<file path="config.mk">
export PLATFORM = sky130hd
export DESIGN_NAME = usb_tx_engine
export DESIGN_NICKNAME = d
export VERILOG_FILES = /design/src/rtl/usb_tx_engine_pkg.sv /design/src/rtl/usb_tx_fifo.sv /design/src/rtl/usb_tx_engine.sv
export SDC_FILE = /design/constraint.sdc
export NUM_CORES = 1
export LEC_CHECK = 0
export ABC_AREA = 1
export BUFFER_PORTS_ARGS = -buffer_cell sky130_fd_sc_hd__buf_2
export CORE_ASPECT_RATIO = 0.6
export CORE_MARGIN = 2
export CORE_UTILIZATION = 60
export DETAILED_ROUTE_END_ITERATION = 8
export PLACE_DENSITY = 0.78
export SYNTH_ARGS = -nofsm -noshare
export SYNTH_HDL_FRONTEND = slang
export SYNTH_SLANG_ARGS = --single-unit
</file>
<file path="constraint.sdc">
create_clock -name clk -period 2 [get_ports clk]
set_clock_uncertainty 0.1 [all_clocks]
set_input_delay 0.1 -clock clk [delete_from_list [all_inputs] [get_ports clk]]
set_output_delay 0.1 -clock clk [all_outputs]
set_load 0.05 [all_outputs]
</file>
<file path="src/rtl/usb_tx_engine_pkg.sv">
// Shared types and line constants for the USB transmit engine.
package usb_tx_engine_pkg;

  typedef struct packed {
    logic dp;
    logic dn;
  } d_port_t;

  localparam d_port_t J_FS = 2'b10;
  localparam d_port_t K_FS = 2'b01;
  localparam d_port_t J_LS = 2'b01;
  localparam d_port_t K_LS = 2'b10;
  localparam d_port_t SE0  = 2'b00;

  localparam logic [7:0] SYNC_PATTERN = 8'h80;
  localparam logic [2:0] STUFF_LIMIT  = 3'd6;

  typedef enum logic [2:0] {
    ST_IDLE,
    ST_SYNC,
    ST_DATA,
    ST_EOP_SE0,
    ST_EOP_J,
    ST_GAP
  } tx_state_t;

  // Maps the NRZI line level (k=1 means K) to pin values for the given speed.
  function automatic d_port_t line_sym(input logic low_spd, input logic k);
    if (low_spd) return k ? K_LS : J_LS;
    return k ? K_FS : J_FS;
  endfunction

endpackage

</file>
<file path="src/rtl/usb_tx_fifo.sv">
// Synchronous byte FIFO; a write into a full FIFO is taken when a pop happens in the same cycle.
module usb_tx_fifo #(
  parameter int unsigned DEPTH = 4
) (
  input  logic       clk,
  input  logic       reset,
  input  logic [7:0] wr_data,
  input  logic       wr_en,
  output logic       full,
  output logic [7:0] rd_data,
  input  logic       rd_en,
  output logic       empty
);

  localparam int unsigned AW = $clog2(DEPTH);
  localparam logic [AW:0] PTR_ONE = 1;

  logic [7:0]  mem [DEPTH];
  logic [AW:0] wr_ptr;
  logic [AW:0] rd_ptr;
  logic        do_wr;
  logic        do_rd;

  assign empty   = (wr_ptr == rd_ptr);
  assign full    = (wr_ptr[AW] != rd_ptr[AW]) && (wr_ptr[AW-1:0] == rd_ptr[AW-1:0]);
  assign rd_data = mem[rd_ptr[AW-1:0]];
  assign do_rd   = rd_en && !empty;
  assign do_wr   = wr_en && (!full || do_rd);

  always_ff @(posedge clk) begin
    if (reset) begin
      wr_ptr <= '0;
      rd_ptr <= '0;
    end else begin
      if (do_wr) wr_ptr <= wr_ptr + PTR_ONE;
      if (do_rd) rd_ptr <= rd_ptr + PTR_ONE;
    end
  end

  always_ff @(posedge clk) begin
    if (do_wr) mem[wr_ptr[AW-1:0]] <= wr_data;
  end

endmodule

</file>
<file path="src/rtl/usb_tx_engine.sv">
// USB transmit path: byte FIFO, SYNC, bit stuffing, NRZI and EOP onto the D+/D- drivers.
module usb_tx_engine #(
  parameter int unsigned FS_DIV     = 2,
  parameter int unsigned LS_DIV     = 16,
  parameter int unsigned FIFO_DEPTH = 4,
  parameter int unsigned IDLE_BITS  = 2
) (
  input  logic       clk,
  input  logic       reset,
  input  logic       low_speed,
  input  logic [7:0] data,
  input  logic       valid,
  output logic       ready,
  output logic [1:0] d_o,
  output logic       d_en,
  output logic       busy
);

  import usb_tx_engine_pkg::*;

  localparam int unsigned MAX_DIV = (LS_DIV > FS_DIV) ? LS_DIV : FS_DIV;
  localparam int unsigned TW      = (MAX_DIV > 2) ? $clog2(MAX_DIV) : 1;
  localparam int unsigned SW      = $clog2(IDLE_BITS + 2);
  localparam logic [TW-1:0] FS_LOAD = TW'(FS_DIV - 1);
  localparam logic [TW-1:0] LS_LOAD = TW'(LS_DIV - 1);

  tx_state_t     state;
  logic          ls;
  logic [TW-1:0] timer;
  logic [7:0]    shift;
  logic [2:0]    bit_cnt;
  logic [2:0]    ones;
  logic          line_k;
  logic [SW-1:0] sym_left;
  d_port_t       d_q;

  logic          fifo_full;
  logic          fifo_empty;
  logic [7:0]    fifo_rd_data;
  logic          sym_end;
  logic [TW-1:0] reload;

  logic          stuff_now;
  logic          eop_now;
  logic          pop;
  logic          nxt_bit;
  logic          nxt_k;
  logic [7:0]    shift_nxt;
  logic [2:0]    bit_cnt_nxt;
  logic [2:0]    ones_nxt;

  assign ready   = !fifo_full && !reset;
  assign d_o     = d_q;
  assign sym_end = (timer == '0);
  assign reload  = ls ? LS_LOAD : FS_LOAD;

  usb_tx_fifo #(.DEPTH(FIFO_DEPTH)) u_fifo (
    .clk     (clk),
    .reset   (reset),
    .wr_data (data),
    .wr_en   (valid && ready),
    .full    (fifo_full),
    .rd_data (fifo_rd_data),
    .rd_en   (pop),
    .empty   (fifo_empty)
  );

  // Next symbol selection: stuff bit beats data; at a byte boundary pop or end the packet.
  always_comb begin
    stuff_now   = (ones == STUFF_LIMIT);
    eop_now     = 1'b0;
    pop         = 1'b0;
    nxt_bit     = 1'b0;
    shift_nxt   = shift;
    bit_cnt_nxt = bit_cnt;
    ones_nxt    = '0;
    if (stuff_now) begin
      nxt_bit = 1'b0;
    end else if (bit_cnt != '0) begin
      nxt_bit     = shift[0];
      shift_nxt   = {1'b0, shift[7:1]};
      bit_cnt_nxt = bit_cnt - 3'd1;
    end else if (!fifo_empty) begin
      nxt_bit     = fifo_rd_data[0];
      shift_nxt   = {1'b0, fifo_rd_data[7:1]};
      bit_cnt_nxt = 3'd7;
      pop         = sym_end && ((state == ST_SYNC) || (state == ST_DATA));
    end else begin
      eop_now = 1'b1;
    end
    if (!stuff_now && nxt_bit) ones_nxt = ones + 3'd1;
    nxt_k = nxt_bit ? line_k : !line_k;
  end

  always_ff @(posedge clk) begin
    if (reset) begin
      state    <= ST_IDLE;
      ls       <= 1'b0;
      timer    <= '0;
      shift    <= '0;
      bit_cnt  <= '0;
      ones     <= '0;
      line_k   <= 1'b0;
      sym_left <= '0;
      d_q      <= J_FS;
      d_en     <= 1'b0;
      busy     <= 1'b0;
    end else begin
      if (state != ST_IDLE) timer <= sym_end ? reload : timer - TW'(1);
      case (state)
        ST_IDLE: begin
          if (!fifo_empty) begin
            // First SYNC bit (a 0) goes out on entry: toggle from J to K.
            ls      <= low_speed;
            timer   <= low_speed ? LS_LOAD : FS_LOAD;
            shift   <= {1'b0, SYNC_PATTERN[7:1]};
            bit_cnt <= 3'd7;
            ones    <= '0;
            line_k  <= 1'b1;
            d_q     <= line_sym(low_speed, 1'b1);
            d_en    <= 1'b1;
            busy    <= 1'b1;
            state   <= ST_SYNC;
          end
        end
        ST_SYNC, ST_DATA: begin
          if (sym_end) begin
            if (eop_now) begin
              state    <= ST_EOP_SE0;
              d_q      <= SE0;
              sym_left <= SW'(1);
            end else begin
              line_k  <= nxt_k;
              d_q     <= line_sym(ls, nxt_k);
              shift   <= shift_nxt;
              bit_cnt <= bit_cnt_nxt;
              ones    <= ones_nxt;
              if (pop) state <= ST_DATA;
            end
          end
        end
        ST_EOP_SE0: begin
          if (sym_end) begin
            if (sym_left != '0) begin
              sym_left <= sym_left - SW'(1);
            end else begin
              state  <= ST_EOP_J;
              line_k <= 1'b0;
              d_q    <= line_sym(ls, 1'b0);
            end
          end
        end
        ST_EOP_J: begin
          if (sym_end) begin
            state    <= ST_GAP;
            d_en     <= 1'b0;
            sym_left <= SW'(IDLE_BITS - 1);
          end
        end
        ST_GAP: begin
          if (sym_end) begin
            if (sym_left != '0) begin
              sym_left <= sym_left - SW'(1);
            end else begin
              state <= ST_IDLE;
              busy  <= 1'b0;
            end
          end
        end
        default: state <= ST_IDLE;
      endcase
    end
  end

endmodule

</file>
==> summary.md, run 1 <==
| Metric | Value |
|---|---|
| Status | `finished, violations left` |
| Failing checks | `negative hold slack, negative setup slack` |
| Htree depth | `3` |
| Clk sinks | `68` |
| Number of flops mapped to enable cells by yosys | `32` |
| Synth Instances | `397` |
| Slew @ Worst Pin | `0.4489 ns` |
| Dpl hpwl | `5136 um` |
| Tightest Hold Check Type | `in2reg` |
| Worst Slack Setup Final | `-0.01835 ns` |
| Gpl congestion | `0.8922` |
| Rel. slew slack | `70.04%` |
| Initial antenna violation count | `0` |
| Detailed Routing Iterations Pass 1 | `4` |
| Post-Syn Nets | `421` |
| Pre-CTS setup slack | `0.04048 ns` |
| Synth async-reset ratio | `0%` |
| Worst Path Class, Setup | `reg2reg` |
| Crit share post-route | `100.9%` |
| Gate power share | `50.0%` |
| CTS buffer count | `9` |
| Clock share of power | `17.2%` |
| Pwr dens | `1414 nW/um^2` |
| Most frequent cell after synthesis | `nand2_1` |
| Die Y | `62.07 um` |
| Share of layout cells above drive strength 1 | `25.11%` |
| GR Util All Layers | `24.53%` |
| Count of pins over their slew limit | `0` |
| First-pass GRT wire length | `11310 um` |
| CTS clk-pin slew, worst paths | `0.07 ns` |
| Worst path arrival time | `2.16 ns` |
| WL/cell | `13.80 um` |
| CTS tree | `yes` |
| Total chip power | `0.005715 W` |
| YS warnings | `0` |
| Final instance area | `4041 sq um` |
| Via count | `2817` |
| Final hold viol count | `1` |
| Cell variety after synth | `38` |
| WL final | `7218 um` |
| Sequential Power Share | `32.8%` |
| Hold_ws | `-0.006218 ns` |
| CP Capture Type | `flip-flop` |
| Core box area | `5492 sq um` |
| Unrepaired setup endpoints after global routing | `yes` |
| FF+latch count, synth | `68` |
| Vias in the first global route | `2483` |
| ANT nets after route | `0` |
| Net Sw Frac | `44.34%` |
| Maximum vdd ir drop | `707.9 uV` |
| DRC Markers | `0` |
| Cell Area, Placed | `3623 sq um` |
| Area growth from synthesis to layout | `19.85%` |
| Via/cell ratio | `5.386` |
| Synth top area share | `28.50%` |
| Clock Latency Late Sink | `0.35 ns` |
| Initial DRC count | `174` |
| Yosys top cell by area | `edfxtp_1` |
| Critical Path Fanout Max | `5` |
| Net Sw Power | `0.002534 W` |
| Main flop type after synthesis | `dfxtp_1` |
| Critical path required time | `2.14 ns` |
| Seq/Total Area, Yosys | `49.87%` |
| # setup viols final | `5` |
| Largest net degree at the start of global routing | `25` |
| Multi-input combinational cell area | `1511 sq um` |
| Average size of a mapped cell | `8.494 sq um` |
| Initial core utilization | `61.40%` |
| Leak Pwr | `1.759 nW` |
| Maximum clock insertion buffer count | `2` |
| Startpoint Class | `flip-flop` |
| Top-Level Pins | `17` |
| # nets final | `473` |
| Max capacitance violation total | `0` |
| CTS root buf | `clkbuf_8` |
| IO Port Bufs | `16` |
| Die Wd | `100.8 um` |
| Max Freq | `0.4955 GHz` |
| Post-layout min period | `2.018 ns` |
| Row cnt | `21` |
| Fill count | `412` |
| Full die area | `6255 sq um` |
| Top post-synthesis cells by area | `edfxtp_1 28%, dfxtp_1 21%, nand2_1 6.7%` |
| # diodes | `0` |
| Synthesized cell area | `3372 sq um` |
| Setup TNS Final | `-0.04629 ns` |
| Internal | `0.003181 W` |
| Reg area | `1683 sq um` |
| Synth cell count leaders | `60 x nand2_1, 54 x nor2_1, 49 x inv_1` |
| Total grt overflow | `0` |
layout make-up:
type	instances	area share, %
well taps	69	2.136
multi-input cells	262	37.40
clock buffers	11	3.498
clock inverters	5	0.7121
flip-flops and latches	68	41.64
repair buffers	46	8.421
repair inverters	1	0.2167
inverters	61	5.975
final timing paths:
check,start,endpoint,slack [ns],cells after the start
setup / recovery,bit_cnt[1],bit_cnt[1],-0.02,14
hold / removal,low_speed,d_o[1],-0.006,5
setup reg to reg,bit_cnt[1],bit_cnt[1],-0.02,14
hold reg to reg,d_en,d_en,0.38,2
metrics by stage:
stage               util, %  cells
finish                73.59    523
global route          73.59    523
CTS                   70.72    515
detailed placement    65.98    490
global placement      65.98    490
floorplan                 -    397
flip-flops by register name, summed over array words and instances, names as in the netlist, named ones only:
register	flops
bit_cnt	3
u_fifo.rd_ptr	3
ls	1
sym_left	2
u_fifo.wr_ptr	3
d_o	2
busy	1
ones	3
u_fifo.mem	32
shift	7
state	3
line_k	1
timer	4
d_en	1
worst max-delay path: stages, from the launching register on:
cell and delay, ns:
dfxtp_1 0.35, inv_2 0.09, ha_4 0.13, inv_2 0.03, or2_4 0.27, nor2_4 0.14, nand4_1 0.16, inv_2 0.11
nand2_4 0.07, nand2_4 0.08, nor2_4 0.05, nand2_4 0.14, inv_8 0.07, nor2_4 0.10, nor2_1 0.04
cell families after synthesis:
kind of cell	synth area share (%)
AND/OR/NAND/NOR	22.71
AO/OA/AOI/OAI	14.03
buffers and inverters	8.423
flip-flops	49.87
adder cells (fa/ha/maj)	4.453
XOR/XNOR	0.5196
layer usage:
metal  wire (um)  GRT usage [%]  up-vias
li1            -              -     1421
met1        3553          35.39     1313
met2        3073          34.67       74
met3         520          8.613        9
met4          71          8.219        0
met5           0              0        -
placed cells by master, fill, tap and decap left out, types with 7 or more instances in the layout:
master         netlist  routed
clkbuf_8             0      10
o21ai_0             37      34
nand2_1             60      59
nand3_1             17      17
dfxtp_1             36      35
nor2_4               5      14
buf_2                3      16
nand2_2              6       7
buf_4                1      20
nor2_1              54      45
edfxtp_1            32      32
ha_1                12      11
a21oi_1             26      26
inv_1               49      42
nor2_2              10      10
dlygate4sd3_1        0       9
inv_2                9      16
power groups by stage:
stage,sequential (W),combinational [W],clock [W]
finish,0.00187,0.00286,0.000984
CTS,0.00185,0.00253,0.00100
global placement,0.00187,0.00244,0
detailed placement,0.00188,0.00251,0
global route,0.00190,0.00321,0.00105
floorplan,0.00192,0.00191,0
what timing repair did:
action	in CTS	in global routing
buffers inserted	0	6
endpoints found under the setup margin	0	43
hold endpoints to repair	40	0
hold buffers	9	0
resized for setup	0	30
(Power assumes the default switching activity.)
==> run 2: changes to the inputs <==
--- a/config.mk
+++ b/config.mk
@@ -6,12 +6,14 @@
 export NUM_CORES = 1
 export LEC_CHECK = 0
 export ABC_AREA = 1
-export BUFFER_PORTS_ARGS = -buffer_cell sky130_fd_sc_hd__buf_2
+export CAP_MARGIN = 20
 export CORE_ASPECT_RATIO = 0.6
 export CORE_MARGIN = 2
 export CORE_UTILIZATION = 60
 export DETAILED_ROUTE_END_ITERATION = 8
-export PLACE_DENSITY = 0.78
+export DONT_BUFFER_PORTS = 1
+export PLACE_DENSITY = 0.76
 export SYNTH_ARGS = -nofsm -noshare
 export SYNTH_HDL_FRONTEND = slang
+export SYNTH_HIERARCHICAL = 1
 export SYNTH_SLANG_ARGS = --single-unit
==> run 2 against run 1 <==
Effect of this change:
- the flow now finishes without violations
- critical path depth is 3 lower
- combinational power is 16% higher
- synthesized area is 0.74% higher
- core utilization is 3.6 points higher
- total power is 13% higher
- flip-flop and latch count stayed put
- global-route usage is 2.8 points higher
- non-clock buffer count is 6 higher
- via count is 9.7% higher
- highest routed layer unchanged
==> summary.md, run 2 <==
| Metric | Value |
|---|---|
| Status | `finished, final reports clean` |
| Most frequent cell after synthesis | `nand2_1` |
| CTS root buf | `clkbuf_8` |
| Htree depth | `3` |
| Gpl congestion | `0.8859` |
| Crit share post-route | `98.07%` |
| Setup TNS Final | `0 ns` |
| Reg area | `1693 sq um` |
| Critical path required time | `1.92 ns` |
| Post-Syn Nets | `456` |
| Maximum vdd ir drop | `888.6 uV` |
| # diodes | `0` |
| Full die area | `6300 sq um` |
| CTS buffer count | `9` |
| Yosys top cell by area | `edfxtp_1` |
| Fin util | `77.17%` |
| Synth cell count leaders | `109 x nand2_1, 74 x nor2_1, 45 x inv_1` |
| Total grt overflow | `0` |
| Synthesized cell area | `3397 sq um` |
| Worst path arrival time | `1.88 ns` |
| Commonest non-fill, non-tap cell in the layout | `nand2_1` |
| Hold_sp | `reset` |
| Worst R2R End | `u_fifo/mem[2][6]` |
| Initial DRC count | `273` |
| Hold_ws | `0.02093 ns` |
| Synth async-reset ratio | `0%` |
| Detailed Routing Iterations Pass 1 | `6` |
| Reg2Reg Depth | `11` |
| Max Freq | `0.5098 GHz` |
| Final hold viol count | `0` |
| Post-layout min period | `1.961 ns` |
| Commonest non-fill, non-tap cells in the layout | `103 x nand2_1, 63 x nor2_1, 38 x buf_4` |
| Fill count | `362` |
| Via/cell ratio | `5.506` |
| CTS clk-pin slew, worst paths | `0.07 ns` |
| Top post-synthesis cells by area | `edfxtp_1 28%, dfxtp_1 21%, nand2_1 12%` |
| First-pass GRT wire length | `13050 um` |
| Initial antenna violation count | `0` |
| Dpl hpwl | `5722 um` |
| Number of flops mapped to enable cells by yosys | `32` |
| Core box area | `5518 sq um` |
| DRC Markers | `0` |
| Vias in the first global route | `2772` |
| # nets final | `511` |
| IO Port Bufs | `0` |
| Maximum clock insertion buffer count | `2` |
| Startpoint Class | `flip-flop` |
| YS warnings | `6` |
| Share of layout cells above drive strength 1 | `23.17%` |
| Top-Level Pins | `17` |
| Worst r2r src | `ones[0]` |
| Total chip power | `0.006482 W` |
| WL final | `8754 um` |
| CTS tree | `yes` |
| Max capacitance violation total | `0` |
| Synth Instances | `432` |
| Rel. slew slack | `47.79%` |
| Largest net degree at the start of global routing | `19` |
| Slew @ Worst Pin | `0.7805 ns` |
| Internal reg-to-reg setup slack | `0.04 ns` |
| Count of pins over their slew limit | `0` |
| ANT nets after route | `0` |
| Tightest Hold Check Type | `in2reg` |
| CP Capture Type | `flip-flop` |
| Die Wd | `101.1 um` |
| Average size of a mapped cell | `7.863 sq um` |
| Cell variety after synth | `33` |
| Synth top area share | `28.29%` |
| Row cnt | `21` |
| WHS Endpoint | `shift[2]` |
| Area growth from synthesis to layout | `25.34%` |
| Max reg flops | `32` |
| Worst Path Class, Setup | `reg2reg` |
| Main flop type after synthesis | `dfxtp_1` |
| Seq/Total Area, Yosys | `49.50%` |
| Multi-input combinational cell area | `1632 sq um` |
| WL/cell | `15.60 um` |
| Pwr dens | `1522 nW/um^2` |
| Leak Pwr | `1.793 nW` |
| Via count | `3089` |
| Hold path cells | `3` |
| Die Y | `62.29 um` |
| Critical Path Fanout Max | `8` |
| FF+latch count, synth | `68` |
| Initial core utilization | `61.56%` |
| GR Util All Layers | `27.36%` |
| Clk sinks | `68` |
| # setup viols final | `0` |
| Clock Latency Late Sink | `0.35 ns` |
[run 2: cell count changes after synthesis, moves of 4 or more]
cell	delta
nand2_1	+49
nor2_2	-10
a21oi_1	-6
a22o_1	-6
nor2_1	+20
o21ai_0	-8
inv_1	-4
[run 2: cells by family (layout without fill, tap and decap cells)]
family	after synthesis	in the layout	share of synthesized area [%]
AOI/OAI and AO/OA	66	66	10.39
buffers and inverters	60	120	6.961
xor gates and xnor gates	5	5	1.510
DFF	68	68	49.50
adders and majority gates	12	12	4.420
and+or+nand+nor	221	221	27.22
[run 2: stage by stage]
| stage | setup slack (ns) | std cells | cell area [sq um] |
|---|---|---|---|
| 4_1_cts | 0.0007254 | 549 | 4079 |
| 3_3_place_gp | 0.04095 | 518 | 3700 |
| 3_5_place_dp | -0.05226 | 518 | 3700 |
| 2_1_floorplan | 0.006285 | 432 | 3467 |
| 5_1_grt | -0.03100 | 561 | 4258 |
| 6_report | 0.03862 | 561 | 4258 |
[run 2: final cells by class]
type | instances | area share, %
Sequential cell | 68 | 39.76
Multi-Input combinational cell | 304 | 38.32
Timing Repair Buffer | 52 | 10.26
Inverter | 52 | 4.584
Clock buffer | 10 | 3.232
Tap cell | 69 | 2.028
Clock inverter | 6 | 1.822
[run 2: repair_timing]
action / CTS / global route
pin swaps: 7 / 13
setup endpoints to repair: 45 / 54
cloned: 0 / 0
buffers inserted: 3 / 12
endpoints found under the hold margin: 55 / 0
gates resized for setup: 8 / 28
hold buffers: 12 / 0
[run 2: routing by layer]
layer  vias to the layer above  routed length [um]  global-route usage (%)
met5                         -                   0                       0
met4                         0                 170                   5.743
met3                        20                 773                   10.02
met2                       137                3918                   40.31
met1                      1414                3891                   38.97
li1                       1518                   -                       -
[run 2: power by group]
part	total [W]	switching [W]	internal, W	leakage (nW)
logic	0.00332	0.00208	0.00124	1.09
registers	0.00193	0.000242	0.00169	0.588
clock network	0.00123	0.000509	0.000723	0.111
total	0.00648	0.00283	0.00365	1.79
[run 2: worst max path at each step]
| stage | slack (ns) | from | cells after the start | to |
|---|---|---|---|---|
| finish | 0.04 | ones[0] | 11 | u_fifo/mem[2][6] |
| global placement | 0.04 | timer[0] | 10 | u_fifo/mem[0][1] |
| floorplan | 0.006 | ones[0] | 11 | u_fifo/mem[0][0] |
| detailed placement | -0.05 | u_fifo/wr_ptr[1] | 12 | u_fifo/mem[0][5] |
| global route | -0.03 | ones[0] | 11 | u_fifo/mem[2][7] |
| CTS | 0.0007 | u_fifo/wr_ptr[2] | 13 | ones[1] |
[run 2: critical path, stage by stage, from the launching register on]
cell and delay, ns:
dfxtp_2 0.33, inv_1 0.04, ha_2 0.17, nand2_2 0.08, inv_2 0.06, nor2_4 0.12, nand3_2 0.12, nor2_4 0.14
inv_2 0.05, nand4_4 0.09, nand2_8 0.09, nor2_4 0.25
